### config.mk
export PLATFORM = sky130hd
export DESIGN_NAME = controlador_es
export DESIGN_NICKNAME = d
export VERILOG_FILES = /design/src/rtl/es_pkg.sv /design/src/rtl/filtro_botao.sv /design/src/rtl/controlador_es.sv
export SDC_FILE = /design/constraint.sdc
export NUM_CORES = 1
export LEC_CHECK = 0
export BUFFER_PORTS_ARGS = -buffer_cell sky130_fd_sc_hd__buf_2
export CAP_MARGIN = 0
export CELL_PAD_IN_SITES_DETAIL_PLACEMENT = 0
export CELL_PAD_IN_SITES_GLOBAL_PLACEMENT = 1
export CORE_UTILIZATION = 37
export CTS_CLUSTER_DIAMETER = 50
export CTS_CLUSTER_SIZE = 14
export DETAILED_ROUTE_END_ITERATION = 8
export PLACE_DENSITY_LB_ADDON = 0.1
export SLEW_MARGIN = 30
export SYNTH_ARGS = -nofsm -noshare
export SYNTH_HDL_FRONTEND = slang
export SYNTH_SLANG_ARGS = --single-unit
export TNS_END_PERCENT = 100
### constraint.sdc
create_clock -name clock -period 1.7 [get_ports clock]
set_input_delay 0.085 -clock clock [delete_from_list [all_inputs] [get_ports clock]]
set_output_delay 0.085 -clock clock [all_outputs]
set_load 0.03 [all_outputs]
### src/rtl/es_pkg.sv
// es_pkg: shared widths and FSM state encoding for the IO controller
package es_pkg;
   localparam int IO_WIDTH = 32;
   localparam int SW_WIDTH = 10;
   typedef enum logic [1:0] {IDLE, ARMED, WAIT_PRESS, DONE} state_t;
endpackage

### src/rtl/filtro_botao.sv
// filtro_botao: push-button synchronizer with counter debouncer under CONTROLADOR_ES_DEBOUNCE_EN
module filtro_botao #(
   parameter int DEBOUNCE_CYCLES = 16
) (
   input  logic clock,
   input  logic reset,
   input  logic raw_n,
   output logic pressed
);
   logic s1, s2;
   if (DEBOUNCE_CYCLES < 1 || DEBOUNCE_CYCLES > 65535) begin : g_range
      $error("DEBOUNCE_CYCLES out of range");
   end
   always_ff @(posedge clock or negedge reset)
      if (!reset) {s1, s2} <= 2'b11;
      else {s1, s2} <= {raw_n, s1};
`ifdef CONTROLADOR_ES_DEBOUNCE_EN
   logic [15:0] cnt;
   logic lvl;
   assign lvl = ~s2;
   // counter only runs while the level disagrees and resets on the flip, so it tops out at DEBOUNCE_CYCLES-1
   always_ff @(posedge clock or negedge reset)
      if (!reset) begin
         cnt     <= '0;
         pressed <= 1'b0;
      end else if (lvl == pressed) cnt <= '0;
      else if (cnt >= 16'(DEBOUNCE_CYCLES - 1)) begin
         pressed <= lvl;
         cnt     <= '0;
      end else cnt <= cnt + 16'd1;
`else
   assign pressed = ~s2;
`endif
endmodule

### src/rtl/controlador_es.sv
// controlador_es: processor IO controller (button-confirmed input, display output); debounce via CONTROLADOR_ES_DEBOUNCE_EN
module controlador_es
   import es_pkg::*;
#(
   parameter int DEBOUNCE_CYCLES = 16
) (
   input  logic                clock,
   input  logic                reset,
   input  logic                in_req,
   input  logic                out_req,
   input  logic [IO_WIDTH-1:0] wr_data,
   input  logic [SW_WIDTH-1:0] switches,
   input  logic                confirm,
   output logic [IO_WIDTH-1:0] rd_data,
   output logic                stall,
   output logic [IO_WIDTH-1:0] disp_value,
   output logic                disp_valid
);
   state_t state_q, state_d;
   logic btn_pressed, capture, disp_load;
   logic [SW_WIDTH-1:0] sw_s1, sw_s2;
   filtro_botao #(.DEBOUNCE_CYCLES(DEBOUNCE_CYCLES)) u_filtro (
      .clock  (clock),
      .reset  (reset),
      .raw_n  (confirm),
      .pressed(btn_pressed)
   );
   always_ff @(posedge clock or negedge reset)
      if (!reset) state_q <= IDLE;
      else state_q <= state_d;
   always_comb begin
      state_d = IDLE;
      case (state_q)
         IDLE:       state_d = in_req ? ARMED : IDLE;
         ARMED:      state_d = !in_req ? IDLE : (!btn_pressed ? WAIT_PRESS : ARMED);
         WAIT_PRESS: state_d = !in_req ? IDLE : (btn_pressed ? DONE : WAIT_PRESS);
         default:    state_d = IDLE;
      endcase
   end
   always_comb begin
      stall     = in_req & (state_q != DONE);
      capture   = in_req & btn_pressed & (state_q == WAIT_PRESS);
      disp_load = out_req & ~in_req;
   end
   always_ff @(posedge clock or negedge reset)
      if (!reset) begin
         sw_s1      <= '0;
         sw_s2      <= '0;
         rd_data    <= '0;
         disp_value <= '0;
         disp_valid <= 1'b0;
      end else begin
         sw_s1      <= switches;
         sw_s2      <= sw_s1;
         rd_data    <= capture ? {{(IO_WIDTH-SW_WIDTH){1'b0}}, sw_s2} : rd_data;
         disp_value <= disp_load ? wr_data : disp_value;
         disp_valid <= disp_load;
      end
endmodule

* Yosys cells after proc, flatten, opt, wreduce, memory -nomap -nowiden
Index checks and enable logic that the tools add are counted.
** Word-level totals
- Input bits :: 47
- Register bits :: 67
- Output and inout port bits :: 66
** Operators by class
- Muxes and demuxes :: 6
- Reductions and logical operators :: 1
- Equal/unequal tests :: 3
- Bitwise operators :: 6
** Operators by type and width (count)
- two-way mux 2 bit :: 3
- one-hot mux 2 bit (3 select lines) :: 1
- bitwise AND 1 bit :: 4
- == test 2 x 1 -> 1 bit (second input constant) :: 1
- == test 2 bit (second input constant) :: 1
- zero test 2 bit :: 1
- two-way mux 1 bit :: 2
- != test 2 bit (second input constant) :: 1
- inverter 1 bit :: 2

* Logic depth before layout (Yosys ltp)
Gate-level depths: netlist of the first run.
- Word-level depth :: 3
- Depth in mapped cells :: 4
- Gate-level depth less buffers :: 2

* Modules after synthesis
From an unflattened synthesis of the first run, not the netlist that was laid out.
** Unflattened totals
- Cells, all modules :: 147
- Area total of the unflattened synthesis :: 2585.0 um^2
** By module, submodules not included
- controlador_es :: area each 2528.7 um^2, times used 1, sequential area each 1626.6 um^2, cells an instance 144
- filtro_botao :: area each 56.3 um^2, times used 1, sequential area each 52.6 um^2, cells an instance 3

* Worst setup path after synthesis of the first run
OpenSTA, ideal clock, no wires.
- Kind :: reg2reg
- Start point :: register u_filtro.s2
- End point :: register rd_data[0]
- Stages on the path, launching flop included :: 4
- Setup slack :: 406 ps
- Period minus slack after synthesis :: 1294 ps
- Arrival time :: 1169 ps
- Required time :: 1575 ps
- Path through :: dfstp_2 and4bb_1 buf_6 mux2_4
** On the way
- Word-level cells in the longest chain between the ends :: 3
** Ends and longest elaborated chain
- start, declared :: line filtro_botao.sv:10 : logic s1, s2;
- start signal, assigned :: line filtro_botao.sv:16 : else {s1, s2} <= {raw_n, s1};
- inverter 1 bit :: line filtro_botao.sv:32 : assign pressed = ~s2;
- bitwise AND 1 bit (2 in a row) :: line controlador_es.sv:42 : capture = in_req & btn_pressed & (state_q == WAIT_PRESS);
- end signal, assigned :: line controlador_es.sv:55 : rd_data <= capture ? {{(IO_WIDTH-SW_WIDTH){1'b0}}, sw_s2} : rd_data;
- end, declared :: line controlador_es.sv:14 : output logic [IO_WIDTH-1:0] rd_data,
No other way between the ends.
A chain may end at the register's enable or synchronous reset.

* Worst setup path in the final report of the first run
- Start point :: register state_q[0]
- End point :: register rd_data[3]
** On the way
- Word-level cells in the longest chain between the ends :: 2
** Ends and longest elaborated chain
- start, declared :: line controlador_es.sv:19 : state_t state_q, state_d;
- start signal, assigned :: line controlador_es.sv:30 : else state_q <= state_d;
- == test 2 bit :: line controlador_es.sv:42
- bitwise AND 1 bit :: line controlador_es.sv:42
No other way between the ends.

==> results of run 1 <==
-- routing by layer --
metal | vias up | GRT usage (%) | wire length [µm]
met1 | 736 | 15.92 | 1937
met5 | - | 0 | 0
li1 | 725 | - | -
met3 | 6 | 7.315 | 341
met4 | 0 | 5.000 | 61
met2 | 67 | 22.55 | 2241
-- repair_timing --
action / 4_1_cts / 5_1_grt
hold buffers: 44 / 0
setup endpoints to repair: 0 / 0
buffers inserted: 0 / 0
endpoints found under the hold margin: 108 / 0
-- state kept, by name (all words and copies together) (netlist names) --
name         cells
state_q          2
disp_value      32
u_filtro.s1      1
u_filtro.s2      1
sw_s2           10
disp_valid       1
sw_s1           10
rd_data         10
-- cell families after synthesis --
family	Yosys count
AO/OA/AOI/OAI	4
buffers and inverters	27
flip-flops	67
multiplexers	42
other	1
AND/OR/NAND/NOR	5
-- cell usage after synthesis --
cell | number | area [µm²]
a21boi_1 | 2 | 15.01
a21oi_1 | 1 | 5.000
and4bb_1 | 1 | 12.51
buf_4 | 22 | 165.2
buf_6 | 5 | 56.30
conb_1 | 1 | 3.750
dfrtp_1 | 65 | 1627
dfstp_2 | 2 | 52.55
mux2_1 | 3 | 33.78
mux2_4 | 39 | 585.6
nand2b_1 | 1 | 6.260
nand3b_1 | 1 | 7.510
nor2_1 | 1 | 3.750
nor2b_1 | 1 | 6.260
o21a_1 | 1 | 7.510
-- layout make-up --
class	count	area (µm²)	area share, %
clock buffers	14	162.7	4.449
well taps	80	100.1	2.738
clock inverters	2	10.01	0.2738
multi-input cells	73	773.2	21.15
flip-flops and latches	67	1679	45.93
repair buffers	136	930.9	25.46
-- where the power goes --
part,switching [W],internal (W)
sequential,0.000108,0.00181
combinational,0.000639,0.000477
clock,0.000535,0.000606
-- per-stage QoR --
stage          setup WS [ns]  util [%]  cell area [µm²]
4_1_cts               0.1151     54.11             3656
5_1_grt              0.06044     54.11             3656
6_report              0.1360     54.11             3656
3_3_place_gp          0.1390     45.04             3043
3_5_place_dp          0.1260     45.04             3043
2_1_floorplan         0.4061         -             2666
-- worst max-delay path by stage --
| stage | to | slack [ns] | cells after the start |
|---|---|---|---|
| 3_3_place_gp | rd_data[4]$_DFFE_PN0P_ | 0.14 | 2 |
| 5_1_grt | rd_data[3]$_DFFE_PN0P_ | 0.06 | 2 |
| 6_report | rd_data[3]$_DFFE_PN0P_ | 0.14 | 2 |
| 3_5_place_dp | rd_data[3]$_DFFE_PN0P_ | 0.13 | 2 |
| 2_1_floorplan | rd_data[0]$_DFFE_PN0P_ | 0.41 | 3 |
| 4_1_cts | rd_data[3]$_DFFE_PN0P_ | 0.12 | 2 |
==> reports/qor.yml, run 1 <==
layout:
  layout_commonest_cell: "buf_2"
  drive_gt1_share_pct: 50.34
  area.growth.synth_to_final_pct: 41.30
  nets: 334
  nFillCells: 572
  layoutNonFillerInstCount: 372
  mostFrequentLayoutCells: "buf_2, dfrtp_1, dlygate4sd3_1"
  antenna_cells: 0
setup_path:
  critPathLaunchType: "register"
  critPathKind: "register to register"
  cp_top_family: "simple AND/OR/NAND/NOR gates"
  reg2reg_slack_ns: 0.14
  cp-startpoint: "state_q[0]$_DFF_PN0_"
  crit_fanout: 10
  worstPathCellList: "and4bb_1, mux2_4"
  reg2reg_depth: 2
  critical_path.max_stage_delay_ns: 0.69
  arrival_ns: 1.78
  worst_r2r_endpoint: "rd_data[3]$_DFFE_PN0P_"
  cp_slowest_cell: "and4bb_1"
  r2r-start: "state_q[0]$_DFF_PN0_"
  cp_num_buf_inv: 0
  required_ns: 1.91
  cp-end-kind: "register"
detailed_routing:
  routed_wl_um: 4581
  avgViaCountPerCell: 4.124
  vias: 1534
  drt_iter0_drc: 34
  route.detailed.drc: 0
  drt_first_pass_iters: 4
  wire_per_inst_um: 12.31
  ant_nets: 0
synthesis:
  ys_types: 15
  synth_mux_area_share_pct: 23.94
  ys_seq_elements: 67
  synth_xor_area_share_pct: 0
  synth_warnings: 0
  synth_compound_area_share_pct: 1.064
  synthSimpleGateAreaFrac_pct: 1.402
  synth_fa_ha_area_share_pct: 0
  postSynthCellCount: 146
  avgSynthCellArea_um2: 17.72
  synth_top_family_by_area: "multiplexers"
  syn_area_um2: 2587
  synth.yosys.seq_area_share_pct: 64.89
global_route:
  antenna_found_initial: 0
  globalRouteOverflowTotal: 0
  grt_pass1_vias: 1593
  grt_max_degree: 68
  grt_pass1_wl_um: 7603
  grt.total_usage_pct: 13.98
min_path:
  hold_end: "state_q[0]$_DFF_PN0_"
  whs_path_depth: 2
  worstHoldPathType: "input port to register"
  worstHoldStart: "in_req"
power_and_ir_drop:
  cellLeakagePower_nw: 1.846
  power_density_nw_per_um2: 1141
  finalPower_w: 0.004172
  vdd.ir_drop.worst_uv: 612.2
clocking:
  cts_sinks: 67
  cts_resized: 0
  cts_made_buffers: 9
  cts_root_buf: "clkbuf_8"
  clock_latency_ns: 0.33
  cts_buffer_depth: 2
  htree_levels: 3
  cts_tree: "yes"
  cts.clk_slew.worst_paths_ns: 0.06
floorplan:
  start_util_pct: 38.30
  pin_count: 113
  die_width_um: 85.63
  std_cell_rows: 30
  die_area_um2: 7332
  die_h_um: 85.63
  fp.coreArea_um2: 6756
sta:
  slew_headroom_pct: 57.42
  drv_slew: 0
  tns_ns: 0
  finalClockSkew_ns: 0.004994
  holdWs_ns: 0.03168
  timing.final.crit_share_pct: 92.00
  rsz0062_at_grt: "no"
  hold_viol_final: 0
  final.min_clock_period_ns: 1.564
  setup_viol: 0
  tightest_slew_ns: 0.6387
  max_freq_ghz: 0.6394
placement:
  portBuffers: 90
  gp_routability_congestion: 0.6159
  hpwl_um: 2809
  post-place-cells: 312
outcome:
  status: "finished, final reports clean"
run:
  drv_cap: 0
Power figures use the tool's default switching activity.
==> inputs of run 2 (changes only) <==
- PLACE_DENSITY_LB_ADDON: 0.1 -> 0.08
==> run 2 against run 1 <==
Against the previous run:
- worst setup slack got worse by 0.0011 ns
- critical path depth unchanged
- power is 0.23% higher
- non-clock buffer count is the same
==> reports/qor.yml, run 2 (synthesized netlist as in run 1, its figures left out) <==
layout:
  regMostFlops: "disp_value"
  largest_reg_flops: 32  # unchanged
  area.growth.synth_to_final_pct: 41.30  # unchanged
  nFillCells: 589  # +3.0%
  mostFrequentLayoutCells: "buf_2, dfrtp_1, dlygate4sd3_1"
  nets: 334  # unchanged
  layout_commonest_cell: "buf_2"
  drive_gt1_share_pct: 50.34  # unchanged
  antenna_cells: 0  # unchanged
global_route:
  antenna_found_initial: 0  # unchanged
  grt_max_degree: 68  # unchanged
  globalRouteOverflowTotal: 0  # unchanged
  grt.total_usage_pct: 13.56  # -0.43 points
  grt_pass1_wl_um: 7514  # -1.2%
  grt_pass1_vias: 1609  # +1.0%
sta:
  tns_ns: 0  # unchanged
  hold_viol_final: 0  # unchanged
  timing.final.crit_share_pct: 92.07  # about the same
  rsz0062_at_grt: "no"
  slew_headroom_pct: 57.04  # -0.38 points
  finalClockSkew_ns: 0.007582  # +0.002588 ns
  final.min_clock_period_ns: 1.565  # +0.001142 ns
  max_freq_ghz: 0.6389  # about the same
  setup_viol: 0  # unchanged
  drv_slew: 0  # unchanged
  tightest_slew_ns: 0.6444  # +0.005689 ns
min_path:
  worstHoldPathType: "input port to register"
floorplan:
  die_width_um: 85.63  # unchanged
  std_cell_rows: 30  # unchanged
  die_area_um2: 7332  # unchanged
  fp.coreArea_um2: 6756  # unchanged
  die_h_um: 85.63  # unchanged
  pin_count: 113  # unchanged
  start_util_pct: 38.30  # unchanged
clocking:
  cts_root_buf: "clkbuf_8"
  cts_buffer_depth: 2  # unchanged
  cts_tree: "yes"
  clock_latency_ns: 0.32  # about the same
  cts.clk_slew.worst_paths_ns: 0.07  # about the same
  htree_levels: 3  # unchanged
  cts_sinks: 67  # unchanged
  cts_made_buffers: 9  # unchanged
setup_path:
  worstPathCellList: "and4bb_1, mux2_4"
  cp-end-kind: "register"
  required_ns: 1.90  # about the same
  critPathKind: "register to register"
  critPathLaunchType: "register"
  cp_top_family: "simple AND/OR/NAND/NOR gates"
  critical_path.max_stage_delay_ns: 0.69  # about the same
  crit_fanout: 10  # unchanged
  cp_num_buf_inv: 0  # unchanged
  arrival_ns: 1.77  # about the same
  cp_slowest_cell: "and4bb_1"
placement:
  hpwl_um: 2813  # +0.12%
  gp_routability_congestion: 0.7053  # +15%
  portBuffers: 90  # unchanged
detailed_routing:
  ant_nets: 0  # unchanged
  vias: 1543  # +0.59%
  avgViaCountPerCell: 4.148  # +0.59%
  wire_per_inst_um: 12.46  # +1.2%
  routed_wl_um: 4634  # +1.2%
  drt_first_pass_iters: 2  # -2
  route.detailed.drc: 0  # unchanged
  drt_iter0_drc: 24  # -29%
power_and_ir_drop:
  cellLeakagePower_nw: 1.846  # unchanged
  power_density_nw_per_um2: 1144  # +0.23%
  finalPower_w: 0.004182  # +0.23%
  vdd.ir_drop.worst_uv: 422.1  # -31%
outcome:
  status: "finished, final reports clean"
run:
  drv_cap: 0  # unchanged
## run 2: cell counts in the layout (fill, tap and decap cells not counted)
Identical to the previous run, type by type.
## run 2: worst paths after layout
check / startpoint / endpoint / slack [ns] / cells past startpoint
max: state_q[0]$_DFF_PN0_ / rd_data[4]$_DFFE_PN0P_ / 0.13 / 2
min reg2reg: sw_s1[5]$_DFF_PN0_ / sw_s2[5]$_DFF_PN0_ / 0.35 / 0
min in group asynchronous: reset / rd_data[2]$_DFFE_PN0P_ / 0.29 / 3
max in group asynchronous: reset / u_filtro.s1$_DFF_PN1_ / 1.06 / 3
min: in_req / state_q[0]$_DFF_PN0_ / 0.05 / 2
max reg2reg: state_q[0]$_DFF_PN0_ / rd_data[4]$_DFFE_PN0P_ / 0.13 / 2
## run 2: timing repair
action	CTS	global route
endpoints found under the hold margin	108	0
setup buffers	0	0
hold buffers	44	0
gates resized for setup	0	0
## run 2: layout make-up
| type | instances | area (µm²) | share of cell area, % |
|---|---|---|---|
| clock buffers | 14 | 162.7 | 4.449 |
| clock inverters | 2 | 10.01 | 0.2738 |
| multi-input cells | 73 | 773.2 | 21.15 |
| flip-flops and latches | 67 | 1679 | 45.93 |
| well taps | 80 | 100.1 | 2.738 |
| repair buffers | 136 | 930.9 | 25.46 |
## run 2: through the flow
step	utilization (%)	area [µm²]	hold WS, ns	cells	worst slack, ns
2_1_floorplan	-	2666	-0.2106	167	0.4061
3_3_place_gp	45.04	3043	0.1379	312	0.1529
3_5_place_dp	45.04	3043	0.1330	312	0.1176
4_1_cts	54.11	3656	0.02168	372	0.1151
5_1_grt	54.11	3656	0.04047	372	0.05820
6_report	54.11	3656	0.04563	372	0.1348
## run 2: routing by layer
metal / part of all wire, % / GRT usage [%] / routed length (µm) / vias to the layer above
li1: - / - / - / 725
met2: 47 / 20.44 / 2192 / 58
met1: 45 / 17.54 / 2101 / 753
met3: 6.1 / 3.946 / 281 / 7
met4: 1.3 / 7.727 / 59 / 0
met5: 0 / 0 / 0 / -
## run 2: worst register-to-register path, cell delays in order (launching register included)
cell	delay, ns
dfrtp_1	0.41
and4bb_1	0.69
mux2_4	0.35
## run 2: power by group
part	switching [W]	total, W	internal [W]
clock network	0.000545	0.00115	0.000607
registers	0.000108	0.00192	0.00181
logic	0.000638	0.00111	0.000477
==> inputs of run 3 (changes only) <==
- CELL_PAD_IN_SITES_DETAIL_PLACEMENT: 0 -> 1
- CORE_UTILIZATION: 37 -> 39
- CTS_BUF_LIST: default -> sky130_fd_sc_hd__clkbuf_4
==> run 3 against run 2 <==
Against the previous run:
- clock power down 29%
- first-iteration DRC count up 25%
- power down 7.5%
- wire length up 17%
==> reports/qor.yml, run 3 (synthesized netlist as in run 1, its figures left out) <==
power_and_ir_drop:
  power_density_nw_per_um2: 1077  # -5.9%
  p_seq_share_pct: 49.7  # +3.9 points
  vdd.ir_drop.worst_uv: 485.1  # +15%
  finalPower_w: 0.003867  # -7.5%
  clkPwrFrac_pct: 21.1  # -6.5 points
  p_comb_share_pct: 29.2  # +2.5 points
  p_int_w: 0.002561  # -11%
  cellLeakagePower_nw: 1.812  # -1.9%
  power.share.switching_pct: 33.77  # +2.9 points
  netSwitchingPower_w: 0.001306  # +1.2%
clocking:
  postCtsSetupBuffers: 0  # unchanged
  htree_levels: 3  # unchanged
  clock_latency_ns: 0.39  # +0.07 ns
  cts_buffer_depth: 2  # unchanged
  cts.clk_slew.worst_paths_ns: 0.11  # +0.04 ns
  cts_tree: "yes"
  cts_sinks: 67  # unchanged
  cts_made_buffers: 9  # unchanged
  cts_root_buf: "clkbuf_4"
  cts_resized: 0  # unchanged
setup_path:
  r2r-start: "state_q[0]$_DFF_PN0_"
  cp-endpoint: "rd_data[8]$_DFFE_PN0P_"
  reg2reg_slack_ns: 0.10  # -0.03 ns
  critPathLaunchType: "register"
  required_ns: 1.98  # +0.08 ns
  arrival_ns: 1.88  # +0.11 ns
  cp-startpoint: "state_q[0]$_DFF_PN0_"
  crit_fanout: 10  # unchanged
  reg2reg_depth: 2  # unchanged
  critPathKind: "register to register"
  worst_r2r_endpoint: "rd_data[8]$_DFFE_PN0P_"
  cp-end-kind: "register"
sta:
  holdWs_ns: 0.1620  # +0.1164 ns
  final.min_clock_period_ns: 1.597  # +0.03153 ns
  slew_headroom_pct: 55.82  # -1.2 points
  tns_ns: 0  # unchanged
  drv_slew: 0  # unchanged
  finalClockSkew_ns: 0.008175  # +0.0005923 ns
  rsz0062_at_grt: "no"
  tightest_slew_ns: 0.6627  # +0.01831 ns
  max_freq_ghz: 0.6263  # -2.0%
  hold_viol_final: 0  # unchanged
  timing.final.crit_share_pct: 93.92  # +1.9 points
  setup_viol: 0  # unchanged
detailed_routing:
  drt_iter0_drc: 30  # +25%
  wire_per_inst_um: 14.68  # +18%
  routed_wl_um: 5433  # +17%
  route.detailed.drc: 0  # unchanged
  avgViaCountPerCell: 4.381  # +5.6%
  drt_first_pass_iters: 2  # unchanged
  vias: 1621  # +5.1%
  ant_nets: 0  # unchanged
run:
  drv_cap: 0  # unchanged
layout:
  drive_gt1_share_pct: 49.83  # -0.51 points
  utilization_pct: 56.25  # +2.1 points
  area.growth.synth_to_final_pct: 38.83
  regMostFlops: "disp_value"
  nets: 335  # +0.30%
  layout_commonest_cell: "buf_2"
  antenna_cells: 0  # unchanged
  largest_reg_flops: 32  # unchanged
  mostFrequentLayoutCells: "buf_2, dfrtp_1, dlygate4sd3_1"
floorplan:
  std_cell_rows: 29  # -3.3%
  fp.coreArea_um2: 6386  # -5.5%
  start_util_pct: 40.52  # +2.2 points
  die_h_um: 83.45  # -2.5%
  pin_count: 113  # unchanged
  die_area_um2: 6964  # -5.0%
  die_width_um: 83.45  # -2.5%
global_route:
  grt_max_degree: 68  # unchanged
  grtUsageMet1_pct: 20.24  # +2.7 points
  antenna_found_initial: 0  # unchanged
  grt_pass1_vias: 1836  # +14%
  grt_pass1_wl_um: 9011  # +20%
  met3_usage_pct: 3.561  # -0.39 points
  grtUsageMet2_pct: 28.46  # +8.0 points
  grt.total_usage_pct: 16.92  # +3.4 points
  busiest_layer: "met2"
  globalRouteOverflowTotal: 0  # unchanged
placement:
  portBuffers: 90  # unchanged
  gp_routability_congestion: 0.7149  # +1.4%
  hpwl_um: 3294  # +17%
min_path:
  worstHoldPathType: "input port to register"
  worstHoldStart: "out_req"
outcome:
  status: "finished, final reports clean"
[run 3: cell count changes in the layout (fill, tap and decap cells not counted)]
cell / delta
clkbuf_1: -3
clkinvlp_4: +2
clkbuf_4: +9
dlygate4sd3_1: +1
clkinv_1: +4
clkinv_2: -1
clkbuf_8: -11
[run 3: timing repair]
item / 4_1_cts / 5_1_grt
hold endpoints to repair: 112 / 0
setup endpoints to repair: 0 / 0
hold buffers: 45 / 0
[run 3: area by class of cell]
class / instances / area (µm²)
clock inverter: 7 / 35.03
clock buffer: 9 / 67.56
multi-input combinational: 73 / 773.2
tap: 77 / 96.34
sequential: 67 / 1679
timing repair buffer: 137 / 940.9
fill: 668 / 2794
[run 3: layer usage]
metal | vias to the layer above | wire [µm]
li1 | 732 | -
met1 | 805 | 2254
met2 | 69 | 2764
met3 | 15 | 251
met4 | 0 | 163
met5 | - | 0
[run 3: worst min-delay path by stage]
stage / depth (start not counted) / end / slack, ns
after floorplan: 0 / disp_valid$_DFF_PN0_ / -0.21
after global placement: 2 / sw_s2[3]$_DFF_PN0_ / 0.13
after detailed placement: 2 / sw_s1[3]$_DFF_PN0_ / 0.14
after CTS: 3 / disp_valid$_DFF_PN0_ / 0.14
after global routing: 3 / disp_valid$_DFF_PN0_ / 0.15
final: 3 / disp_valid$_DFF_PN0_ / 0.16
[run 3: power groups by stage]
stage	registers [W]	clock network (W)	logic [W]
after floorplan	0.00230	0	0.000404
after global placement	0.00194	0	0.00103
after detailed placement	0.00195	0	0.00105
after CTS	0.00192	0.000874	0.00113
after global routing	0.00195	0.000923	0.00120
final	0.00192	0.000816	0.00113
[run 3: critical path: stages, from the launching register on]
cell and delay, ns:
dfrtp_1 0.43, and4bb_1 0.71, mux2_4 0.35
[run 3: stage by stage]
stage | instance area [µm²] | setup slack (ns) | cells
after CTS | 3592 | 0.09403 | 370
after global routing | 3592 | 0.02969 | 370
final | 3592 | 0.1033 | 370
after floorplan | 2666 | 0.4061 | 167
after detailed placement | 3039 | 0.1152 | 309
after global placement | 3039 | 0.1610 | 309
